$ cat src/rtl/id_ex_ctrl.sv
// Opcode decoder and ID/EX control register with freeze/flush handling
// and a saturating count of illegal opcodes seen in ID.
module id_ex_ctrl #(
  parameter int CNT_W = 8
) (
  input  logic             clk,
  input  logic             rst,
  input  logic             instr_valid,
  input  logic [5:0]       opcode,
  input  logic             freeze,
  input  logic             flush,
  output logic             ex_valid,
  output logic [3:0]       EXE_CMD,
  output logic             mem_r_en,
  output logic             mem_w_en,
  output logic             wb_en,
  output logic             is_imm,
  output logic [1:0]       br_type,
  output logic             illegal,
  output logic [CNT_W-1:0] illegal_count
);

  typedef struct packed {
    logic [3:0] cmd;
    logic       mem_r;
    logic       mem_w;
    logic       wb;
    logic       imm;
    logic [1:0] br;
  } ctrl_t;

  ctrl_t dec, ctrl_q;
  logic  legal;
  logic  vld_q, ill_q;
  logic [CNT_W-1:0] cnt_q;

  always_comb begin
    dec   = '0;
    legal = 1'b1;
    case (opcode)
      6'd0:  ;
      6'd1:  dec = '{cmd: 4'b0000, wb: 1'b1, default: '0};
      6'd3:  dec = '{cmd: 4'b0010, wb: 1'b1, default: '0};
      6'd5:  dec = '{cmd: 4'b0100, wb: 1'b1, default: '0};
      6'd6:  dec = '{cmd: 4'b0101, wb: 1'b1, default: '0};
      6'd7:  dec = '{cmd: 4'b0110, wb: 1'b1, default: '0};
      6'd8:  dec = '{cmd: 4'b0111, wb: 1'b1, default: '0};
      6'd9,
      6'd10: dec = '{cmd: 4'b1000, wb: 1'b1, default: '0};
      6'd11: dec = '{cmd: 4'b1001, wb: 1'b1, default: '0};
      6'd12: dec = '{cmd: 4'b1010, wb: 1'b1, default: '0};
      6'd32: dec = '{cmd: 4'b0000, wb: 1'b1, imm: 1'b1, default: '0};
      6'd33: dec = '{cmd: 4'b0010, wb: 1'b1, imm: 1'b1, default: '0};
      6'd36: dec = '{mem_r: 1'b1, wb: 1'b1, imm: 1'b1, default: '0};
      6'd37: dec = '{mem_w: 1'b1, imm: 1'b1, default: '0};
      6'd40: dec = '{br: 2'b01, default: '0};
      6'd41: dec = '{br: 2'b10, default: '0};
      6'd42: dec = '{br: 2'b11, default: '0};
      default: legal = 1'b0;
    endcase
  end

  // Illegal opcodes load the inert NOP vector with ex_valid low so EX ignores them.
  always_ff @(posedge clk) begin
    if (rst) begin
      ctrl_q <= '0;
      vld_q  <= 1'b0;
      ill_q  <= 1'b0;
      cnt_q  <= '0;
    end else if (flush) begin
      ctrl_q <= '0;
      vld_q  <= 1'b0;
      ill_q  <= 1'b0;
    end else if (!freeze) begin
      if (instr_valid) begin
        ctrl_q <= dec;
        vld_q  <= legal;
        ill_q  <= ~legal;
        if (!legal && cnt_q != '1)
          cnt_q <= cnt_q + 1'b1;
      end else begin
        ctrl_q <= '0;
        vld_q  <= 1'b0;
        ill_q  <= 1'b0;
      end
    end
  end

  assign ex_valid      = vld_q;
  assign EXE_CMD       = ctrl_q.cmd;
  assign mem_r_en      = ctrl_q.mem_r;
  assign mem_w_en      = ctrl_q.mem_w;
  assign wb_en         = ctrl_q.wb;
  assign is_imm        = ctrl_q.imm;
  assign br_type       = ctrl_q.br;
  assign illegal       = ill_q;
  assign illegal_count = cnt_q;

endmodule

$ cat config.mk
export PLATFORM = sky130hd
export DESIGN_NAME = id_ex_ctrl
export DESIGN_NICKNAME = d
export VERILOG_FILES = /design/src/rtl/id_ex_ctrl.sv
export SDC_FILE = /design/constraint.sdc
export NUM_CORES = 1
export LEC_CHECK = 0
export CAP_MARGIN = 10
export CORE_AREA = 2 2 52 54
export CTS_CLUSTER_DIAMETER = 40
export DETAILED_ROUTE_END_ITERATION = 10
export DIE_AREA = 0 0 54 56
export HOLD_SLACK_MARGIN = 0.08
export PLACE_DENSITY = 0.78
export SLEW_MARGIN = 10
export SYNTH_ARGS = -nofsm -noshare
export SYNTH_HDL_FRONTEND = slang
export SYNTH_SLANG_ARGS = --single-unit
$ cat constraint.sdc
create_clock -name clk -period 1.7 [get_ports clk]
set_clock_uncertainty 0.05 [all_clocks]
set_input_delay 0.255 -clock clk [delete_from_list [all_inputs] [get_ports clk]]
set_output_delay 0.255 -clock clk [all_outputs]
set_load 0.005 [all_outputs]
==> results.md <==
- Std-Cell Rows: 18
- Worst-path cell chain: buf_4, clkdlybuf4s50_1
- Syn_nets: 144
- Mapped Cells: 132
- Vias/cell: 5.59
- Top_reg_cell synth: dfxtp_1
- Register area share after synthesis: 0.365
- Finish-stage setup viols: 0
- Overall power: 931 uW
- Slew HR: 0.757
- Antenna diode count: 0
- DIE WIDTH: 54 um
- Leakage: 0.650 nW
- Crit path time final: 1670 ps
- Fin area: 1710 sq um
- Routability Congestion: 0.767
- Worst Max-Slew Pin Slew: 360 ps
- Buf+Inv Stages, Crit Path: 2
- Worst skew pair latency: 300 ps
- CP max FO: 5
- Critical path's slowest cell: clkdlybuf4s50_1
- I/O pin cnt: 31
- GRT Overall Usage: 0.198
- WP data required: 1390 ps
- Share of layout cells above drive strength 1: 0.261
- Post-synth EDFFs: 0
- P&R area growth vs syn: 56.2%
- Reg area: 402 sq um
- Antenna violations before repair: 0
- Cells after DPL: 206
- Initial DRC count: 50
- Largest net degree at the start of global routing: 15
- Post-synth cell types: 40
- Vias in the first global route: 1090
- Vias: 1218
- YS warnings: 0
- Fillers: 201
- Crit share post-route: 0.984
- Area of the multi-input gates: 689 sq um
- Total gr overflow: 0
- Die area: 3020 sq um
- Residual DRC count: 0
- FMAX: 598 MHz
- Post-route ant nets: 0
- Final #Nets: 201
- Number of port buffers: 30
- Height of the die: 56 um
- Critical path data arrival time: 1370 ps
- WS Path Type: flop to primary output
- Syn_area_per_cell: 8.31 sq um
- Netlist Area Pre-Place: 1100 sq um
- Clk root buf: clkbuf_4
- Routed len/inst: 14.0 um
- CTS Buf Count: 3
- H-tree depth: 1
- First-pass GRT wire length: 4.64 mm
- Crit path max-delay family: buffers and inverters
- Synth area leaders: dfxtp_1 (36%), a21oi_1 (6.4%), nor2_1 (4.8%)
- Hold Crit Class: input pin to flop
- Pins Over Slew Limit: 0
- DP Area: 1560 sq um
- Final cell count without fillers: 218
- Worst vdd ir: 0.375 mV
- Deepest clock path buffer count: 2
- Setup TNS: 0 ps
- Core Box Area: 2430 sq um
- Number of synthesized register bits: 20
- Starting Density: 0.451
- Largest area contributor in the netlist: dfxtp_1
- Top cells by count, synth: dfxtp_1 (20), a21oi_1 (14), nor2_1 (14)
- Critical Path Max Stage Delay: 500 ps
- CTS tree: yes
- FFs w/ async S/R, synth: 0
- Endpoint class of the critical path: primary output
- Clock-pin slew on the worst setup and hold paths: 120 ps
- PD cells: 543 nW/um^2
- Max-cap violation count: 0
- Status: complete, no violations
- Most frequent cell after synthesis: dfxtp_1
- Critical path launch point type: flop
- Hold Violations, Final: 0
- CTS Sinks: 20
- Drt pass-1 iters: 4
- DP HPWL: 2.08 mm
- Yosys top cell area share: 0.365
- DRT Wirelength: 3.05 mm
[cells in the final DEF, fill, tap and decap left out, types with 3 or more instances in the layout]
cell / netlist / layout
dlymetal6s2s_1: 0 / 4
o21ai_1: 4 / 4
o21ai_0: 4 / 4
nor2_1: 14 / 14
mux2i_1: 3 / 3
a21oi_1: 14 / 12
dfxtp_1: 20 / 19
nand2_1: 6 / 5
dlygate4sd2_1: 0 / 4
buf_4: 1 / 29
or3_1: 7 / 7
nand3_1: 3 / 3
nor3_1: 5 / 5
a22oi_1: 5 / 5
clkbuf_4: 1 / 3
inv_1: 4 / 4
clkdlybuf4s50_1: 0 / 22
[cells by family after synthesis]
| group | Yosys count | synth area share |
|---|---|---|
| AOI/OAI and AO/OA | 42 | 0.265 |
| adders and majority gates | 1 | 0.0114 |
| DFF | 20 | 0.365 |
| buffers and inverters | 12 | 0.0547 |
| xor gates and xnor gates | 1 | 0.00798 |
| and+or+nand+nor | 53 | 0.269 |
| muxes | 3 | 0.0274 |
[stage by stage]
stage,setup slack [ps],util,hold slack [ps]
after floorplan,85.9,-,365
after global placement,-370,0.639,402
after detailed placement,-472,0.639,411
after CTS,6.04,0.659,429
after global routing,-25.7,0.705,423
final,27.5,0.705,415
[power breakdown]
part	total (mW)	internal [mW]	switching [mW]	leakage [nW]
clock network	0.276	0.130	0.146	0.0210
registers	0.475	0.472	0.00275	0.162
logic	0.180	0.0928	0.0868	0.467
[registers in the layout, indices dropped and copies added (netlist names)]
name,cells
br_type,2
illegal,1
illegal_count,8
is_imm,1
mem_r_en,1
EXE_CMD,4
wb_en,1
ex_valid,1
mem_w_en,1
[layout make-up]
type                            count  area share
Timing Repair Buffer               60       0.312
Tap cell                           30      0.0219
Clock buffer                        4      0.0212
Multi-Input combinational cell    100       0.402
Inverter                            4     0.00876
Sequential cell                    20       0.234
[metal layers]
layer,global-route usage,up-vias,part of all wire
li1,-,602,-
met1,0.272,566,0.44
met2,0.308,44,0.50
met3,0.0323,6,0.048
met4,0.0643,0,0.011
met5,0,-,0
[repair_timing]
item / in CTS / in global routing
hold buffers: 0 / 0
setup buffers: 1 / 6
gates resized for setup: 7 / 15
gates cloned: 0 / 1
pin swaps: 0 / 9
setup endpoints to repair: 8 / 9
[path summary, 6_finish.rpt]
| check | start | end | slack (ps) | cells after the start |
|---|---|---|---|---|
| setup / recovery | illegal_count[3] | illegal_count[3] | 30 | 2 |
| hold / removal | freeze | illegal | 420 | 4 |
| setup reg to reg | illegal_count[4] | illegal_count[5] | 40 | 5 |
| hold reg to reg | illegal | illegal | 430 | 2 |
[worst min-delay path, stage by stage]
cell	delay (ps)
dlymetal6s2s_1	160
buf_4	190
nand2_1	60
a21oi_1	60
Power figures use the tool's default switching activity.
